==> config.mk <==
export PLATFORM = sky130hd
export DESIGN_NAME = uart_dma_mem_responder
export DESIGN_NICKNAME = d
export VERILOG_FILES = /design/src/rtl/uart_dma_mem_responder.sv
export SDC_FILE = /design/constraint.sdc
export NUM_CORES = 1
export LEC_CHECK = 0
export BUFFER_PORTS_ARGS = -buffer_cell sky130_fd_sc_hd__buf_2
export CAP_MARGIN = 0
export CORE_ASPECT_RATIO = 1.2
export CORE_MARGIN = 3
export CORE_UTILIZATION = 43
export DETAILED_ROUTE_END_ITERATION = 7
export HOLD_SLACK_MARGIN = 0.03
export PLACE_DENSITY = 0.77
export SKIP_LAST_GASP = 1
export SYNTH_ARGS = -nofsm -noshare
export SYNTH_HDL_FRONTEND = slang
export SYNTH_SLANG_ARGS = --single-unit
==> constraint.sdc <==
create_clock -name clk -period 2.01 [get_ports clk]
set_input_delay 0.402 -clock clk [delete_from_list [all_inputs] [get_ports clk]]
set_output_delay 0.402 -clock clk [all_outputs]
set_load 0.02 [all_outputs]
==> src/rtl/uart_dma_mem_responder.sv <==
// Memory-side responder for the UART DMA TX-read and RX-write ports.
// Arbitrates between them and performs byte-lane accesses on a 1-cycle-latency SRAM.
module uart_dma_mem_responder #(
    parameter int         M_WIDTH    = 32,
    parameter int         ADDR_WIDTH = 12,
    parameter logic [1:0] MEM_ACC_8  = 2'b00,
    parameter logic [1:0] MEM_ACC_16 = 2'b01,
    parameter logic [1:0] MEM_ACC_32 = 2'b10
) (
    input  logic                  clk,
    input  logic                  rst,
    input  logic                  tx_mem_req,
    input  logic [M_WIDTH-1:0]    tx_mem_addr,
    input  logic [1:0]            tx_mem_width,
    output logic [M_WIDTH-1:0]    tx_mem_data_out,
    output logic                  tx_mem_ready,
    input  logic                  rx_mem_req,
    input  logic [M_WIDTH-1:0]    rx_mem_addr,
    input  logic [1:0]            rx_mem_width,
    input  logic [M_WIDTH-1:0]    rx_mem_data_in,
    output logic                  rx_mem_ready,
    output logic                  mem_en,
    output logic [3:0]            mem_we,
    output logic [ADDR_WIDTH-1:0] mem_addr,
    output logic [31:0]           mem_wdata,
    input  logic [31:0]           mem_rdata,
    output logic                  access_err,
    input  logic                  err_clr
);

    typedef enum logic [1:0] {
        S_IDLE,
        S_ISSUE,
        S_CAPTURE,
        S_DONE
    } state_t;

    state_t                r_state;
    logic                  r_prio_rx;
    logic                  r_is_tx;
    logic                  r_illegal;
    logic [1:0]            r_off;
    logic [1:0]            r_width;
    logic                  r_mem_en;
    logic [3:0]            r_mem_we;
    logic [ADDR_WIDTH-1:0] r_mem_addr;
    logic [31:0]           r_mem_wdata;
    logic                  r_tx_ready;
    logic                  r_rx_ready;
    logic [31:0]           r_tx_data;
    logic                  r_access_err;

    state_t                w_state_nxt;
    logic                  w_prio_rx_nxt;
    logic                  w_is_tx_nxt;
    logic                  w_illegal_nxt;
    logic [1:0]            w_off_nxt;
    logic [1:0]            w_width_nxt;
    logic                  w_mem_en_nxt;
    logic [3:0]            w_mem_we_nxt;
    logic [ADDR_WIDTH-1:0] w_mem_addr_nxt;
    logic [31:0]           w_mem_wdata_nxt;
    logic                  w_tx_ready_nxt;
    logic                  w_rx_ready_nxt;
    logic [31:0]           w_tx_data_nxt;
    logic                  w_access_err_nxt;

    logic                  w_tie;
    logic                  w_pick_tx;
    logic [ADDR_WIDTH-1:0] w_sel_waddr;
    logic [1:0]            w_sel_off;
    logic [1:0]            w_sel_width;
    logic                  w_sel_legal;
    logic                  w_unused;

    function automatic logic f_legal(input logic [1:0] width, input logic [1:0] off);
        case (width)
            MEM_ACC_8:  return 1'b1;
            MEM_ACC_16: return !off[0];
            MEM_ACC_32: return (off == 2'b00);
            default:    return 1'b0;
        endcase
    endfunction

    function automatic logic [3:0] f_lane_we(input logic [1:0] width, input logic [1:0] off);
        case (width)
            MEM_ACC_8:  return 4'b0001 << off;
            MEM_ACC_16: return 4'b0011 << off;
            MEM_ACC_32: return 4'b1111;
            default:    return 4'b0000;
        endcase
    endfunction

    // Narrow writes are replicated across lanes; the byte enables pick the lane.
    function automatic logic [31:0] f_lane_wdata(input logic [1:0] width, input logic [31:0] d);
        case (width)
            MEM_ACC_8:  return {4{d[7:0]}};
            MEM_ACC_16: return {2{d[15:0]}};
            default:    return d;
        endcase
    endfunction

    function automatic logic [31:0] f_extract(input logic [1:0] width, input logic [1:0] off,
                                              input logic [31:0] rd);
        case (width)
            MEM_ACC_8: begin
                case (off)
                    2'd0:    return {24'h0, rd[7:0]};
                    2'd1:    return {24'h0, rd[15:8]};
                    2'd2:    return {24'h0, rd[23:16]};
                    default: return {24'h0, rd[31:24]};
                endcase
            end
            MEM_ACC_16: return off[1] ? {16'h0, rd[31:16]} : {16'h0, rd[15:0]};
            MEM_ACC_32: return rd;
            default:    return 32'h0;
        endcase
    endfunction

    // Ties alternate via r_prio_rx; a lone requester never moves the pointer.
    assign w_tie       = tx_mem_req & rx_mem_req;
    assign w_pick_tx   = tx_mem_req & (!rx_mem_req | !r_prio_rx);
    assign w_sel_waddr = w_pick_tx ? tx_mem_addr[ADDR_WIDTH+1:2] : rx_mem_addr[ADDR_WIDTH+1:2];
    assign w_sel_off   = w_pick_tx ? tx_mem_addr[1:0] : rx_mem_addr[1:0];
    assign w_sel_width = w_pick_tx ? tx_mem_width : rx_mem_width;
    assign w_sel_legal = f_legal(w_sel_width, w_sel_off);
    assign w_unused    = ^{tx_mem_addr[M_WIDTH-1:ADDR_WIDTH+2], rx_mem_addr[M_WIDTH-1:ADDR_WIDTH+2]};

    always_comb begin
        w_state_nxt      = r_state;
        w_prio_rx_nxt    = r_prio_rx;
        w_is_tx_nxt      = r_is_tx;
        w_illegal_nxt    = r_illegal;
        w_off_nxt        = r_off;
        w_width_nxt      = r_width;
        w_mem_en_nxt     = 1'b0;
        w_mem_we_nxt     = 4'b0000;
        w_mem_addr_nxt   = r_mem_addr;
        w_mem_wdata_nxt  = r_mem_wdata;
        w_tx_ready_nxt   = 1'b0;
        w_rx_ready_nxt   = 1'b0;
        w_tx_data_nxt    = r_tx_data;
        w_access_err_nxt = err_clr ? 1'b0 : r_access_err;

        case (r_state)
            S_IDLE: begin
                if (tx_mem_req || rx_mem_req) begin
                    w_state_nxt    = S_ISSUE;
                    w_is_tx_nxt    = w_pick_tx;
                    w_illegal_nxt  = !w_sel_legal;
                    w_off_nxt      = w_sel_off;
                    w_width_nxt    = w_sel_width;
                    w_mem_addr_nxt = w_sel_waddr;
                    if (w_tie) begin
                        w_prio_rx_nxt = w_pick_tx;
                    end
                    if (w_sel_legal) begin
                        w_mem_en_nxt = 1'b1;
                        if (!w_pick_tx) begin
                            w_mem_we_nxt    = f_lane_we(w_sel_width, w_sel_off);
                            w_mem_wdata_nxt = f_lane_wdata(w_sel_width, rx_mem_data_in);
                        end
                    end
                end
            end
            S_ISSUE: begin
                if (r_is_tx && !r_illegal) begin
                    w_state_nxt = S_CAPTURE;
                end else begin
                    w_state_nxt = S_DONE;
                    if (r_is_tx) begin
                        w_tx_ready_nxt = 1'b1;
                        w_tx_data_nxt  = 32'h0;
                    end else begin
                        w_rx_ready_nxt = 1'b1;
                    end
                    if (r_illegal) begin
                        w_access_err_nxt = 1'b1;
                    end
                end
            end
            S_CAPTURE: begin
                w_state_nxt    = S_DONE;
                w_tx_ready_nxt = 1'b1;
                w_tx_data_nxt  = f_extract(r_width, r_off, mem_rdata);
            end
            default: begin
                w_state_nxt = S_IDLE;
            end
        endcase
    end

    always_ff @(posedge clk or negedge rst) begin
        if (!rst) begin
            r_state      <= S_IDLE;
            r_prio_rx    <= 1'b1;
            r_is_tx      <= 1'b0;
            r_illegal    <= 1'b0;
            r_off        <= 2'b00;
            r_width      <= 2'b00;
            r_mem_en     <= 1'b0;
            r_mem_we     <= 4'b0000;
            r_mem_addr   <= '0;
            r_mem_wdata  <= 32'h0;
            r_tx_ready   <= 1'b0;
            r_rx_ready   <= 1'b0;
            r_tx_data    <= 32'h0;
            r_access_err <= 1'b0;
        end else begin
            r_state      <= w_state_nxt;
            r_prio_rx    <= w_prio_rx_nxt;
            r_is_tx      <= w_is_tx_nxt;
            r_illegal    <= w_illegal_nxt;
            r_off        <= w_off_nxt;
            r_width      <= w_width_nxt;
            r_mem_en     <= w_mem_en_nxt;
            r_mem_we     <= w_mem_we_nxt;
            r_mem_addr   <= w_mem_addr_nxt;
            r_mem_wdata  <= w_mem_wdata_nxt;
            r_tx_ready   <= w_tx_ready_nxt;
            r_rx_ready   <= w_rx_ready_nxt;
            r_tx_data    <= w_tx_data_nxt;
            r_access_err <= w_access_err_nxt;
        end
    end

    assign tx_mem_data_out = r_tx_data;
    assign tx_mem_ready    = r_tx_ready;
    assign rx_mem_ready    = r_rx_ready;
    assign mem_en          = r_mem_en;
    assign mem_we          = r_mem_we;
    assign mem_addr        = r_mem_addr;
    assign mem_wdata       = r_mem_wdata;
    assign access_err      = r_access_err;

endmodule

==> results_dict.tcl <==
set metrics [dict create \
    die_x_um 104 \
    ys_seq_area_frac 0.467 \
    detail-route-antenna-nets 0 \
    instances_no_fill 795 \
    yosysTopAreaCellShare 0.462 \
    wl_per_cell_um 17.1 \
    tightest_slew_ns 0.722 \
    clock_latency_ns 0.34 \
    grt_max_degree 94 \
    p_int_mw 5.78 \
    cts_htree_levels 3 \
    track_usage 0.205 \
    post-synth-top-count-cell "dfrtp_1" \
    cp_top_family "multiplexers" \
    final_area_um2 6650 \
    portBuffers 184 \
    routed_wirelength_mm 13.6 \
    ys.flop_type "dfrtp_1" \
    yosys_warnings 0 \
    via_count 4244 \
    yosys-top-cells-area "dfrtp_1 (46%), mux2i_1 (11%), mux2_2 (9.7%)" \
    antenna_found_initial 0 \
    synth_top_cell_by_area "dfrtp_1" \
    p_total_mw 9.63 \
    utilization 0.594 \
    synthesis.area_um2 4980 \
    overflow 0 \
    hpwl_mm 10.1 \
    syn_nets 581 \
    areaGrowthSynthToFinish_pct 33.5 \
    die_y_um 124 \
    leakagePower_nw 3.30 \
    cts_max_path_buffers 2 \
    crit_fanout 14 \
    ir_drop_mv 0.699 \
    setup_viol 0 \
    postCtsHoldBufs 0 \
    slew_headroom 0.518 \
    pwr-share-seq 0.328 \
    path_buf_inv 1 \
    clock.fmax_mhz 516 \
    r2r_slack_ns 0.07 \
    ys_ff_latch 93 \
    period_minus_slack_ns 1.94 \
    place_area_um2 6230 \
    clkTransAtPathRegs_ns 0.07 \
    syn_inst 440 \
    antenna_cells 0 \
    layout-drive-gt1-share 0.463 \
    dp_cells 774 \
    start_util 0.445 \
    grt_pass1_wl_mm 21.3 \
    firstDrtPassIters 5 \
    grt_pass1_vias 4349 \
    rsz0062_at_grt "no" \
    nNetsFinal 777 \
    period_share 0.964 \
    yosysUniqueCellTypes 46 \
    core_area_um2 11200 \
    cts.sink_count 93 \
    clock_power_share 0.196 \
    switchingPower_mw 3.85 \
    cts_tree "built" \
    drv_slew 0 \
    die_area_um2 12900 \
    hold_violations 0 \
    synth.top_cells.by_count "dfrtp_1 (92), nand2_1 (61), mux2i_1 (55)" \
    numCtsBuffers 9 \
    p_per_area_nw_per_um2 1450 \
    crit_chain "a21boi_4 -> mux2i_2 -> buf_12 -> mux2_1 -> mux2_2" \
    io_pins 221 \
    critPathKind "flop to flop" \
    setup.worst_path.end_class "flop" \
    async_reset_ff_frac 1.00 \
    cp-start-kind "flop" \
    route.detailed.drc 0 \
    clockRootBuffer "clkbuf_16" \
    syn_avg_cell_area_um2 11.3 \
    first_iter_violations 110 \
    required_ns 2.23 \
    slowest_delay_ns 0.39 \
    cp.arrival_ns 2.16 \
    status "complete, no violations" \
    via_per_inst 5.34 \
    skew_ns 0.00447 \
    p_sw_frac 0.400 \
    holdCritPathClass "input pin to async pin" \
    crit_slowest_cell "dfstp_2" \
    synth-edff-count 0 \
    finalWeightedCongestion 0.864 \
    drv_cap 0 \
    rows 42 \
    power_frac_comb 0.476 \
]
## layout by cell type (no fill, tap or decap), types with 2 or more instances in the layout
master / instances
ha_1: 4
a21oi_1: 4
a21boi_0: 2
mux2_4: 3
mux4_2: 8
inv_1: 7
a22o_1: 9
buf_6: 3
mux2i_1: 55
o21a_1: 2
nand2b_1: 2
buf_12: 4
mux2_1: 12
a221o_1: 8
nand2_1: 61
mux2i_2: 2
buf_2: 183
mux2_2: 43
and3_1: 2
o21ai_0: 43
xnor2_1: 2
nor3_1: 2
clkbuf_16: 11
a211oi_1: 8
buf_4: 24
nand3b_1: 2
nor2_1: 14
bufinv_16: 2
inv_6: 2
dfrtp_1: 92
clkinvlp_4: 2
and2_1: 2
## flip-flops by register name, indices dropped and copies added (netlist names)
signal	flops
tx_mem_ready	1
r_off	2
mem_wdata	32
r_state	2
rx_mem_ready	1
r_prio_rx	1
mem_we	4
r_illegal	1
r_is_tx	1
mem_addr	12
r_width	2
tx_mem_data_out	32
access_err	1
mem_en	1
## worst register-to-register path: cells and delay by family, from the launching register on
family | cells | cell delay [ns]
AOI/OAI and AO/OA | 1 | 0.25
buffers and inverters | 1 | 0.20
muxes | 3 | 1.00
DFF | 1 | 0.39
## final cells by class
type / count / area [µm²]
Fill cell: 952 / 4550
Multi-Input combinational cell: 309 / 2510
Sequential cell: 93 / 2330
Timing Repair Buffer: 216 / 1260
Clock buffer: 10 / 239
Tap cell: 154 / 193
Clock inverter: 6 / 92.6
Inverter: 7 / 26.3
## routing by layer
metal,GRT usage,vias to the layer above,wire length (µm)
met5,0,-,0
met4,0.0732,0,229
met3,0.0632,19,1060
met2,0.361,173,6930
met1,0.238,2071,5380
li1,-,1981,-
## per-stage QoR
step / setup WS, ns / hold WS, ns / setup TNS, ns
after detailed placement: -0.0323 / 0.465 / -0.356
final: 0.0728 / 0.110 / 0
after global placement: -0.00929 / 0.462 / -0.0140
after global routing: 0.0103 / 0.135 / 0
after CTS: 0.0316 / 0.130 / 0
after floorplan: 0.0437 / 0.106 / 0
## final timing paths
path | to | startpoint | cells after the start
max | mem_wdata[23] | r_prio_rx | 5
max in group asynchronous | r_prio_rx | rst | 2
max reg2reg | mem_wdata[23] | r_prio_rx | 5
min reg2reg | tx_mem_data_out[27] | tx_mem_data_out[27] | 2
min | tx_mem_data_out[0] | rst | 2
min in group clk | access_err | err_clr | 2
## power by group through the flow
stage | combinational, mW | sequential [mW] | clock [mW]
4_1_cts | 4.56 | 3.16 | 1.92
6_report | 4.59 | 3.16 | 1.88
3_5_place_dp | 4.53 | 3.19 | 0
2_1_floorplan | 2.17 | 3.93 | 0
5_1_grt | 4.97 | 3.25 | 2.00
3_3_place_gp | 4.41 | 3.14 | 0
## cells by family after synthesis
logic type	share of synthesized area
xor+xnor	0.00528
buf+inv	0.0347
compound gates	0.118
flops	0.467
simple gates	0.0791
mux	0.286
fa+ha+maj	0.0100
## what timing repair did
| action | 4_1_cts | 5_1_grt |
|---|---|---|
| setup endpoints to repair | 0 | 34 |
| buffers inserted | 0 | 2 |
| resized for setup | 0 | 3 |
Power figures use the tool's default switching activity.
